### src/rtl/alu_md_pkg.sv
// Shared opcode encoding, FSM state type and op-class helpers for the
// multi-cycle integer/multiply/divide unit.
package alu_md_pkg;

  typedef enum logic [4:0] {
    OP_ADD    = 5'd0,
    OP_SUB    = 5'd1,
    OP_AND    = 5'd2,
    OP_OR     = 5'd3,
    OP_XOR    = 5'd4,
    OP_LT     = 5'd5,
    OP_LTU    = 5'd6,
    OP_GE     = 5'd7,
    OP_GEU    = 5'd8,
    OP_EQ     = 5'd9,
    OP_NE     = 5'd10,
    OP_SLL    = 5'd11,
    OP_SRL    = 5'd12,
    OP_SRA    = 5'd13,
    OP_MUL    = 5'd16,
    OP_MULH   = 5'd17,
    OP_MULHSU = 5'd18,
    OP_MULHU  = 5'd19,
    OP_DIV    = 5'd20,
    OP_DIVU   = 5'd21,
    OP_REM    = 5'd22,
    OP_REMU   = 5'd23
  } op_e;

  typedef enum logic [1:0] {
    S_IDLE,
    S_CALC,
    S_FIX,
    S_DONE
  } state_e;

  function automatic logic is_mul(input logic [4:0] op);
    return op[4:2] == 3'b100;
  endfunction

  function automatic logic is_div(input logic [4:0] op);
    return op[4:2] == 3'b101;
  endfunction

endpackage

### src/rtl/alu_md_seq_core.sv
// Iterative datapath shared by multiply (shift-add, MUL_STEP bits/cycle) and
// divide (restoring, 1 bit/cycle) on unsigned magnitudes.
module alu_md_seq_core #(
  parameter int unsigned XLEN     = 32,
  parameter int unsigned MUL_STEP = 1
) (
  input  logic            clk,
  input  logic            rst,
  input  logic            start_i,
  input  logic            div_i,
  input  logic            step_i,
  input  logic [XLEN-1:0] a_i,
  input  logic [XLEN-1:0] b_i,
  output logic            last_o,
  output logic [XLEN-1:0] hi_o,
  output logic [XLEN-1:0] lo_o
);
  localparam int unsigned CW = $clog2(XLEN + 1);

  logic [CW-1:0]   cnt_q, cnt_d;
  logic [XLEN-1:0] hi_q, hi_d;
  logic [XLEN-1:0] lo_q, lo_d;
  logic [XLEN-1:0] opnd_q, opnd_d;
  logic            div_q, div_d;

  logic [XLEN+MUL_STEP-1:0]   msum;
  logic [2*XLEN+MUL_STEP-1:0] mcat;
  logic [XLEN:0]              rsh;
  logic [XLEN:0]              diff;

  // Multiply: {hi,lo} holds {partial product, unconsumed multiplier bits};
  // divide: hi is the partial remainder, lo shifts dividend out / quotient in.
  always_comb begin
    msum = {{MUL_STEP{1'b0}}, hi_q}
         + ({{MUL_STEP{1'b0}}, opnd_q} * {{XLEN{1'b0}}, lo_q[MUL_STEP-1:0]});
    mcat = {msum, lo_q};
    rsh  = {hi_q, lo_q[XLEN-1]};
    diff = rsh - {1'b0, opnd_q};

    cnt_d  = cnt_q;
    hi_d   = hi_q;
    lo_d   = lo_q;
    opnd_d = opnd_q;
    div_d  = div_q;

    if (start_i) begin
      div_d  = div_i;
      hi_d   = '0;
      lo_d   = div_i ? a_i : b_i;
      opnd_d = div_i ? b_i : a_i;
      cnt_d  = div_i ? CW'(XLEN) : CW'(XLEN / MUL_STEP);
    end else if (step_i && cnt_q != '0) begin
      cnt_d = cnt_q - CW'(1);
      if (div_q) begin
        if (!diff[XLEN]) begin
          hi_d = diff[XLEN-1:0];
          lo_d = {lo_q[XLEN-2:0], 1'b1};
        end else begin
          hi_d = rsh[XLEN-1:0];
          lo_d = {lo_q[XLEN-2:0], 1'b0};
        end
      end else begin
        hi_d = mcat[2*XLEN+MUL_STEP-1:XLEN+MUL_STEP];
        lo_d = mcat[XLEN+MUL_STEP-1:MUL_STEP];
      end
    end
  end

  always_ff @(posedge clk or posedge rst) begin
    if (rst) begin
      cnt_q  <= '0;
      hi_q   <= '0;
      lo_q   <= '0;
      opnd_q <= '0;
      div_q  <= 1'b0;
    end else begin
      cnt_q  <= cnt_d;
      hi_q   <= hi_d;
      lo_q   <= lo_d;
      opnd_q <= opnd_d;
      div_q  <= div_d;
    end
  end

  assign last_o = (cnt_q == CW'(1));
  assign hi_o   = hi_q;
  assign lo_o   = lo_q;

endmodule

### src/rtl/alu_md.sv
// Multi-cycle RV32I/RV32M execution unit with valid/ready handshake, tag
// passthrough and kill flush.
module alu_md
  import alu_md_pkg::*;
#(
  parameter int unsigned XLEN     = 32,
  parameter int unsigned MUL_STEP = 1,
  parameter int unsigned TAGW     = 5
) (
  input  logic            clk,
  input  logic            rst,
  input  logic            in_valid,
  output logic            in_ready,
  input  logic [4:0]      in_op,
  input  logic [XLEN-1:0] in_a,
  input  logic [XLEN-1:0] in_b,
  input  logic [TAGW-1:0] in_tag,
  input  logic            kill,
  output logic            out_valid,
  input  logic            out_ready,
  output logic [XLEN-1:0] out_y,
  output logic [TAGW-1:0] out_tag
);
  localparam int unsigned SHW = $clog2(XLEN);
  localparam logic [XLEN-1:0] MINV = {1'b1, {(XLEN-1){1'b0}}};

  state_e          state_q;
  logic [4:0]      op_q;
  logic            neg_q;
  logic            out_valid_q;
  logic [XLEN-1:0] out_y_q;
  logic [TAGW-1:0] out_tag_q;

  logic            accept, long_op, special, neg_d;
  logic            a_sgn, b_sgn, sa, sb;
  logic [XLEN-1:0] a_mag, b_mag, alu_y, spec_y, fix_y;
  logic [XLEN-1:0] core_hi, core_lo;
  logic            core_last;
  logic [2*XLEN-1:0] prod, prod_s;

  assign in_ready  = (state_q == S_IDLE);
  assign accept    = in_valid & in_ready & ~kill;
  assign out_valid = out_valid_q;
  assign out_y     = out_y_q;
  assign out_tag   = out_tag_q;

  always_comb begin
    alu_y = in_a - in_b;
    case (in_op)
      OP_ADD:  alu_y = in_a + in_b;
      OP_SUB:  alu_y = in_a - in_b;
      OP_AND:  alu_y = in_a & in_b;
      OP_OR:   alu_y = in_a | in_b;
      OP_XOR:  alu_y = in_a ^ in_b;
      OP_LT:   alu_y = {{(XLEN-1){1'b0}}, $signed(in_a) <  $signed(in_b)};
      OP_LTU:  alu_y = {{(XLEN-1){1'b0}}, in_a <  in_b};
      OP_GE:   alu_y = {{(XLEN-1){1'b0}}, $signed(in_a) >= $signed(in_b)};
      OP_GEU:  alu_y = {{(XLEN-1){1'b0}}, in_a >= in_b};
      OP_EQ:   alu_y = {{(XLEN-1){1'b0}}, in_a == in_b};
      OP_NE:   alu_y = {{(XLEN-1){1'b0}}, in_a != in_b};
      OP_SLL:  alu_y = in_a << in_b[SHW-1:0];
      OP_SRL:  alu_y = in_a >> in_b[SHW-1:0];
      OP_SRA:  alu_y = $signed(in_a) >>> in_b[SHW-1:0];
      default: alu_y = in_a - in_b;
    endcase
  end

  // Operand magnitudes, result-sign flag and the division corner cases that
  // bypass the iterative core entirely.
  always_comb begin
    a_sgn = (in_op == OP_MULH) || (in_op == OP_MULHSU) ||
            (in_op == OP_DIV)  || (in_op == OP_REM);
    b_sgn = (in_op == OP_MULH) || (in_op == OP_DIV) || (in_op == OP_REM);
    sa    = a_sgn & in_a[XLEN-1];
    sb    = b_sgn & in_b[XLEN-1];
    a_mag = sa ? -in_a : in_a;
    b_mag = sb ? -in_b : in_b;

    neg_d = 1'b0;
    case (in_op)
      OP_MULH, OP_DIV:  neg_d = sa ^ sb;
      OP_MULHSU, OP_REM: neg_d = sa;
      default:          neg_d = 1'b0;
    endcase

    special = 1'b0;
    spec_y  = '0;
    if (is_div(in_op)) begin
      if (in_b == '0) begin
        special = 1'b1;
        spec_y  = ((in_op == OP_REM) || (in_op == OP_REMU)) ? in_a : '1;
      end else if (b_sgn && in_a == MINV && in_b == '1) begin
        special = 1'b1;
        spec_y  = (in_op == OP_DIV) ? in_a : '0;
      end
    end
    long_op = (is_mul(in_op) | is_div(in_op)) & ~special;
  end

  always_comb begin
    prod   = {core_hi, core_lo};
    prod_s = neg_q ? -prod : prod;
    fix_y  = neg_q ? -core_lo : core_lo;
    case (op_q)
      OP_MUL:                       fix_y = prod_s[XLEN-1:0];
      OP_MULH, OP_MULHSU, OP_MULHU: fix_y = prod_s[2*XLEN-1:XLEN];
      OP_REM, OP_REMU:              fix_y = neg_q ? -core_hi : core_hi;
      default:                      fix_y = neg_q ? -core_lo : core_lo;
    endcase
  end

  alu_md_seq_core #(
    .XLEN     (XLEN),
    .MUL_STEP (MUL_STEP)
  ) u_core (
    .clk     (clk),
    .rst     (rst),
    .start_i (accept & long_op),
    .div_i   (is_div(in_op)),
    .step_i  (state_q == S_CALC),
    .a_i     (a_mag),
    .b_i     (b_mag),
    .last_o  (core_last),
    .hi_o    (core_hi),
    .lo_o    (core_lo)
  );

  always_ff @(posedge clk or posedge rst) begin
    if (rst) begin
      state_q     <= S_IDLE;
      op_q        <= '0;
      neg_q       <= 1'b0;
      out_valid_q <= 1'b0;
      out_y_q     <= '0;
      out_tag_q   <= '0;
    end else if (kill) begin
      state_q     <= S_IDLE;
      out_valid_q <= 1'b0;
    end else begin
      case (state_q)
        S_IDLE: begin
          if (in_valid) begin
            out_tag_q <= in_tag;
            op_q      <= in_op;
            neg_q     <= neg_d;
            if (long_op) begin
              state_q <= S_CALC;
            end else begin
              out_y_q     <= special ? spec_y : alu_y;
              out_valid_q <= 1'b1;
              state_q     <= S_DONE;
            end
          end
        end
        S_CALC: begin
          if (core_last) state_q <= S_FIX;
        end
        S_FIX: begin
          out_y_q     <= fix_y;
          out_valid_q <= 1'b1;
          state_q     <= S_DONE;
        end
        S_DONE: begin
          if (out_ready) begin
            out_valid_q <= 1'b0;
            state_q     <= S_IDLE;
          end
        end
        default: state_q <= S_IDLE;
      endcase
    end
  end

endmodule

### config.mk
export PLATFORM = sky130hd
export DESIGN_NAME = alu_md
export DESIGN_NICKNAME = d
export VERILOG_FILES = /design/src/rtl/alu_md_pkg.sv /design/src/rtl/alu_md_seq_core.sv /design/src/rtl/alu_md.sv
export SDC_FILE = /design/constraint.sdc
export NUM_CORES = 1
export LEC_CHECK = 0
export CORE_MARGIN = 1
export CORE_UTILIZATION = 35
export CTS_BUF_LIST = sky130_fd_sc_hd__clkbuf_2 sky130_fd_sc_hd__clkbuf_4 sky130_fd_sc_hd__clkbuf_8
export DETAILED_ROUTE_END_ITERATION = 8
export GPL_ROUTABILITY_DRIVEN = 0
export PLACE_DENSITY = 0.63
export SLEW_MARGIN = 10
export SYNTH_ARGS = -nofsm -noshare
export SYNTH_HDL_FRONTEND = slang
export SYNTH_SLANG_ARGS = --single-unit
export TNS_END_PERCENT = 1
### constraint.sdc
create_clock -name clk -period 5.7 [get_ports clk]
set_input_delay 1.71 -clock clk [delete_from_list [all_inputs] [get_ports clk]]
set_output_delay 1.71 -clock clk [all_outputs]
set_load 0.02 [all_outputs]
# [Yosys cells after proc, flatten, opt, wreduce, memory -nomap -nowiden]
# Index checks and enable logic that the tools add are counted.
[classes] n_addsub=10 n_mul=1 n_lt_le_gt_ge=4 n_eq_ne=39 n_shift=3 muxes=43 bitwise=13 n_reduce_logical=24
[ops] operator="$mux 32" count=21
[ops] operator="$pmux 32 s13" count=1
[ops] operator="$neg 32->32" count=4
[ops] operator="$pmux 32 s3" count=1
[ops] operator="$eq 32x32->1 const B" count=2
[ops] operator="$ge 32x32->1" count=2
[ops] operator="$lt 32x32->1" count=2
[ops] operator="$mux 64" count=1
[ops] operator="$neg 64->64" count=1
[ops] operator="$pmux 32 s2" count=1
[ops] operator="$eq 5x5->1 const B" count=11
[ops] operator="$add 32x33->33" count=1
[ops] operator="$mul 32x1->33" count=1
[ops] operator="$sub 33x32->33" count=1
[ops] operator="$add 32x32->32" count=1
[ops] operator="$and 32x32->32" count=1
[ops] operator="$eq 32x32->1" count=1
[ops] operator="$logic_not 32->1" count=1
[ops] operator="$ne 32x32->1" count=1
[ops] operator="$or 32x32->32" count=1
[ops] operator="$shl 32x5->32" count=1
[ops] operator="$shr 32x5->32" count=1
[ops] operator="$sshr 32x5->32" count=1
[ops] operator="$sub 32x32->32" count=1
[ops] operator="other kinds (33)" count=77
[totals] ff_bits=149 in_bits=79 out_inout_bits=39 elab_cells=148

# [Logic depth before layout (Yosys ltp)]
[depth] ltp_word=14 ltp_mapped=16 ltp_nobuf=14

# [Hierarchy]
# From an unflattened synthesis, not the netlist that was laid out.
[hier_totals] hier_cells=3404 hier_area_um2=25202.9
[modules_own_cells] module="alu_md" n_inst=1 cells_each=2289 area_each_um2=15965.3 seq_area_each_um2=1151.1
[modules_own_cells] module="alu_md_seq_core" n_inst=1 cells_each=1115 area_each_um2=9237.6 seq_area_each_um2=2577.5

# [Worst setup path after synthesis]
# No wires, ideal clock.
[synth_path] path_kind="in2reg" start="input port in_b[2]" end="register out_y_q[31], in the netlist out_y[31]" setup_ps=120 arrival_ps=5489 required_ps=5580 setup_slack_ps=91 cell_stages=16 path_buffers=4 path_cell_list="inv_1 > clkbuf_1 > clkbuf_1 > clkbuf_1 > ha_1 > clkbuf_1 > o211ai_1 > o211ai_1 > nand2_1 > o41ai_1 > a221oi_1 > o21a_1 > or3_1 > a211oi_1 > o221ai_1 > a31o_2"
[synth_between] elab_chain_cells=9 elab_cells_between_ends=23 classes_between="add/sub: 2; eq/ne: 2; shift: 3; mux: 11; bitwise: 2; reduce/logical: 3"
[synth_lines] element="start: declaration" line="alu_md.sv:16" source="input logic [XLEN-1:0] in_b,"
[synth_lines] element="branches (longest 9 deep; another with $sub 32x32->32)"
[synth_lines] element="end signal: assignment" line="alu_md.sv:149" source="out_y_q <= special ? spec_y : alu_y;"
[synth_lines] element="end signal: assignment" line="alu_md.sv:159" source="out_y_q <= fix_y;"
[synth_lines] element="end: declaration" line="alu_md.sv:31" source="logic [XLEN-1:0] out_y_q;"
# Parallel ways; which one is timed is not known. The select of a mux whose other input is x is not followed.
# A chain may end at the register's enable or synchronous reset.

# [Final worst setup path]
[layout_path] start="input port in_b[9]" end="register out_y_q[22], in the netlist out_y[22]"
# The elaborated chain is that of the path after synthesis.

==> impl_metrics.xml <==
<?xml version="1.0" encoding="UTF-8"?>
<metrics>
  <group name="final_layout">
    <metric name="post_route_cells_drive_above_1_share" unit="%">11.5</metric>
    <metric name="final_cell_area" unit="mm2">0.0276</metric>
    <metric name="most_frequent_standard_cell_in_the_layout_excluding_fill_and_tap_cells" unit="">sky130_fd_sc_hd__nor2_1</metric>
    <metric name="final_nets" unit="">3705</metric>
    <metric name="area_growth_syn_to_layout" unit="%">14.4</metric>
    <metric name="finalNonFillerCells" unit="">4336</metric>
    <metric name="layout_common_cells" unit="">374 x sky130_fd_sc_hd__nor2_1, 329 x sky130_fd_sc_hd__nand2_1, 312 x sky130_fd_sc_hd__o21ai_0</metric>
  </group>
  <group name="timing">
    <metric name="setup_total_negative_slack" unit="ns">0</metric>
    <metric name="max_slew_margin" unit="%">23.8</metric>
    <metric name="number_of_setup_violations_in_the_final_report" unit="">0</metric>
    <metric name="finClkSkew" unit="ns">0.0138</metric>
    <metric name="worst_slew_pin_slew" unit="ns">1.14</metric>
    <metric name="hold_viol" unit="">0</metric>
    <metric name="fin_crit_sh" unit="%">93.1</metric>
    <metric name="clock.fmax" unit="MHz">188</metric>
    <metric name="maxSlewViolCount" unit="">0</metric>
    <metric name="period_minus_slack" unit="ns">5.31</metric>
    <metric name="rsz0062_at_grt" unit="">no</metric>
  </group>
  <group name="critical_path">
    <metric name="timing.setup.critical_path_class" unit="">in -&gt; reg</metric>
    <metric name="worst-endpoint-required" unit="ns">6.10</metric>
    <metric name="critPathLaunch" unit="">in_b[9]</metric>
    <metric name="path_max_fanout" unit="">7</metric>
    <metric name="critical_path.n_buffers_inverters" unit="">3</metric>
    <metric name="path_delay_family" unit="">compound AO/OA/AOI/OAI gates</metric>
    <metric name="path_cells" unit="">clkdlybuf4s50_1, inv_1, ha_1, or2_2, nor4_1, and3_1, a2111oi_0, buf_4, o21ai_0, a211oi_1, a221o_1, a211oi_1, o21ai_0, a22o_1</metric>
    <metric name="timing.critical_path.from_type" unit="">primary input</metric>
    <metric name="cpMaxStageDelayCell" unit="">sky130_fd_sc_hd__clkdlybuf4s50_1</metric>
    <metric name="r2r_setup_slack" unit="ns">1.12</metric>
    <metric name="critPathMaxStageDelay" unit="ns">0.73</metric>
    <metric name="timing.reg2reg.worst_path_depth" unit="">15</metric>
    <metric name="r2r_end" unit="">u_core.hi_o[18]$_DFFE_PP0P_</metric>
    <metric name="timing.critical_path.depth" unit="">14</metric>
    <metric name="critPathCaptureType" unit="">register</metric>
    <metric name="critical_path.reg2reg.startpoint" unit="">u_core.lo_o[31]$_DFFE_PP0P_</metric>
    <metric name="worst-endpoint-arrival" unit="ns">5.71</metric>
  </group>
  <group name="route">
    <metric name="route.antenna.remaining_nets" unit="">0</metric>
    <metric name="route.met3.wl" unit="mm">13.1</metric>
    <metric name="route.detailed.drc" unit="">5</metric>
    <metric name="drt-vias-per-instance" unit="">6.42</metric>
    <metric name="route.vias.total" unit="">27800</metric>
    <metric name="detailroute.wirelength.met2" unit="mm">44.0</metric>
    <metric name="detail_route.wirelength.met1" unit="mm">43.4</metric>
    <metric name="first_iter_violations" unit="">3751</metric>
    <metric name="highest-signal-layer" unit="">met5</metric>
    <metric name="drt_wl_total" unit="mm">107</metric>
    <metric name="wl_per_cell" unit="um">24.8</metric>
    <metric name="drt_pre_antenna_iters" unit="">9</metric>
  </group>
  <group name="synthesis">
    <metric name="synth.distinct_cells" unit="">84</metric>
    <metric name="fraction_of_synthesized_cell_area_taken_by_the_top_area_cell_type" unit="%">15.5</metric>
    <metric name="synth-seq-area-share" unit="%">15.5</metric>
    <metric name="postSynthRegisterBits" unit="">149</metric>
    <metric name="yosys-top-cells-area" unit="">sky130_fd_sc_hd__dfrtp_1 15%, sky130_fd_sc_hd__ha_1 9.0%, sky130_fd_sc_hd__o21ai_0 6.5%</metric>
    <metric name="synth_area_leader_cell" unit="">sky130_fd_sc_hd__dfrtp_1</metric>
    <metric name="synth.yosys.warnings" unit="">0</metric>
    <metric name="syn_area" unit="mm2">0.0241</metric>
    <metric name="netlist_instances" unit="">3361</metric>
    <metric name="avgSynthCellArea" unit="um2">7.18</metric>
    <metric name="synth_enable_flop_cells" unit="">0</metric>
    <metric name="synthesis.nets" unit="">3617</metric>
    <metric name="synth-main-ff-cell" unit="">sky130_fd_sc_hd__dfrtp_1</metric>
    <metric name="synth-async-reset-ratio" unit="%">100</metric>
  </group>
  <group name="global_route">
    <metric name="grt_pass1_vias" unit="">25100</metric>
    <metric name="gr-usage-all-layers" unit="%">29.8</metric>
    <metric name="grt-ovfl-total" unit="">0</metric>
    <metric name="antenna_violations_before_repair" unit="">4</metric>
    <metric name="grt_max_degree" unit="">87</metric>
    <metric name="grt_first_pass_wirelength" unit="mm">160</metric>
  </group>
  <group name="floorplan">
    <metric name="area_of_the_die" unit="mm2">0.0700</metric>
    <metric name="design.portCount" unit="">118</metric>
    <metric name="core_area" unit="mm2">0.0676</metric>
    <metric name="starting_density_of_the_core" unit="%">35.7</metric>
    <metric name="dieWidth" unit="um">265</metric>
    <metric name="fp-row-count" unit="">95</metric>
    <metric name="die_h" unit="um">265</metric>
  </group>
  <group name="placed_design">
    <metric name="numPortBuffers" unit="">117</metric>
    <metric name="hpwlAfterDp" unit="mm">85.0</metric>
    <metric name="postPlaceCellArea" unit="mm2">0.0272</metric>
    <metric name="numPlacedInstances" unit="">4303</metric>
  </group>
  <group name="clock_network">
    <metric name="cts-hold-fix-buffers" unit="">0</metric>
    <metric name="cts_tree" unit="">done</metric>
    <metric name="cts.reportedPaths.clkPinSlew" unit="ns">0.09</metric>
    <metric name="cts-buffers-inserted" unit="">17</metric>
    <metric name="post_cts_resize_count" unit="">0</metric>
    <metric name="cts-htree-levels" unit="">4</metric>
    <metric name="clkSinkCount" unit="">149</metric>
    <metric name="worst_skew_pair_later_pin_latency" unit="ns">0.51</metric>
    <metric name="clock-root-buffer" unit="">sky130_fd_sc_hd__clkbuf_8</metric>
    <metric name="clock_path_buffers" unit="">2</metric>
    <metric name="cts.repair_timing.setup_buffer_count" unit="">0</metric>
  </group>
  <group name="status">
    <metric name="violations" unit="">design-rule violations</metric>
    <metric name="outcome" unit="">finished with violations</metric>
  </group>
  <group name="min_path">
    <metric name="number_of_stages_on_the_worst_hold_path" unit="">2</metric>
    <metric name="whs_endpoint" unit="">out_tag[3]$_DFFE_PP0P_</metric>
    <metric name="hp-start" unit="">out_tag[3]$_DFFE_PP0P_</metric>
    <metric name="hold_path.class" unit="">reg -&gt; reg</metric>
  </group>
  <group name="pwr">
    <metric name="vdd_drop_max" unit="mV">0.293</metric>
    <metric name="power_density" unit="mW/mm2">416</metric>
    <metric name="p_leak" unit="nW">11.0</metric>
  </group>
  <group name="job">
    <metric name="timing.max_cap.violations" unit="">0</metric>
  </group>
</metrics>
-- area by class of cell --
class	count	area, um2
Sequential cell	149	3730
Fill cell	7031	40000
Inverter	157	593
Clock buffer	23	298
Antenna cell	2	5.00
Clock inverter	8	125
Multi-Input combinational cell	2774	18800
Tap cell	873	1090
Timing Repair Buffer	350	2980
-- kinds of logic (layout without fill, tap and decap cells) --
logic type      count (synthesis)  after routing  synth area share [%]
mux                           149            149                  9.20
compound gates               1158           1158                  30.9
other cells                     0              2                     0
xor+xnor                      216            216                  7.84
buf+inv                       438            538                  6.93
fa+ha+maj                     177            177                  9.31
simple gates                 1074           1074                  20.3
flops                         149            149                  15.5
-- metal layers --
layer  global-route usage (%)  up-vias
li1                         -    12500
met1                     40.6    13000
met2                     43.1     1934
met3                     6.95      409
met4                     16.3        4
met5                        0        -
-- worst register-to-register path, cell delays in order (launching register included) --
cell and delay, ns:
sky130_fd_sc_hd__dfrtp_1 0.44, sky130_fd_sc_hd__inv_1 0.28, sky130_fd_sc_hd__ha_1 0.24, sky130_fd_sc_hd__inv_1 0.06
sky130_fd_sc_hd__fa_1 0.43, sky130_fd_sc_hd__a211oi_1 0.40, sky130_fd_sc_hd__o21ai_0 0.24, sky130_fd_sc_hd__a31oi_1 0.33
sky130_fd_sc_hd__o22ai_1 0.24, sky130_fd_sc_hd__or4_1 0.58, sky130_fd_sc_hd__nand3_2 0.46, sky130_fd_sc_hd__buf_4 0.31
sky130_fd_sc_hd__nand2_1 0.07, sky130_fd_sc_hd__o211ai_1 0.13, sky130_fd_sc_hd__o211ai_1 0.12, sky130_fd_sc_hd__a21oi_1 0.19
-- synthesized netlist by cell type, types with 26 or more instances --
master / count
sky130_fd_sc_hd__mux2i_1: 80
sky130_fd_sc_hd__nand2b_1: 32
sky130_fd_sc_hd__nand3_1: 60
sky130_fd_sc_hd__dfrtp_1: 149
sky130_fd_sc_hd__or3_1: 31
sky130_fd_sc_hd__or4_1: 31
sky130_fd_sc_hd__o211ai_1: 102
sky130_fd_sc_hd__nor2_1: 376
sky130_fd_sc_hd__o21ai_0: 312
sky130_fd_sc_hd__nand2_1: 331
sky130_fd_sc_hd__o22ai_1: 28
sky130_fd_sc_hd__ha_1: 173
sky130_fd_sc_hd__a31oi_1: 40
sky130_fd_sc_hd__xnor2_1: 148
sky130_fd_sc_hd__nand4_1: 39
sky130_fd_sc_hd__o221ai_1: 30
sky130_fd_sc_hd__nor3_1: 59
sky130_fd_sc_hd__mux4_2: 57
sky130_fd_sc_hd__a21oi_1: 264
sky130_fd_sc_hd__inv_1: 152
sky130_fd_sc_hd__a21o_1: 47
sky130_fd_sc_hd__o31ai_1: 48
sky130_fd_sc_hd__buf_1: 26
sky130_fd_sc_hd__a211oi_1: 48
sky130_fd_sc_hd__xor2_1: 68
sky130_fd_sc_hd__clkbuf_1: 246
-- through the flow --
step | total power, mW | setup WS (ns) | hold slack [ns] | utilization, %
detailed placement | 10.4 | -0.00626 | 0.463 | 40.2
global route | 12.4 | 0.203 | 0.509 | 40.8
CTS | 11.3 | 0.553 | 0.485 | 40.8
floorplan | 7.97 | 0.0906 | 0.450 | -
global placement | 10.3 | 0.0643 | 0.460 | 40.2
finish | 11.5 | 0.392 | 0.482 | 40.8
-- sequential cells by signal, indices dropped and copies added, names as in the netlist --
signal,count
out_y,32
u_core.hi_o,32
u_core.lo_o,32
u_core.opnd_q,32
u_core.cnt_q,6
op_q,5
out_tag,5
state_q,2
neg_q,1
out_valid,1
u_core.div_q,1
-- where the power goes --
part           internal [mW]  leakage [nW]  switching (mW)
Combinational           3.32          9.00            4.81
Clock                  0.479         0.216           0.431
Sequential              1.57          1.78           0.860
Total                   5.37          11.0            6.10
-- worst max path at each step --
stage,end
2_1_floorplan,out_y[31]$_DFFE_PP0P_
3_3_place_gp,out_y[22]$_DFFE_PP0P_
3_5_place_dp,out_y[22]$_DFFE_PP0P_
4_1_cts,out_y[22]$_DFFE_PP0P_
5_1_grt,out_y[22]$_DFFE_PP0P_
6_report,out_y[22]$_DFFE_PP0P_
No activity file was read; power rests on OpenSTA's default activity.
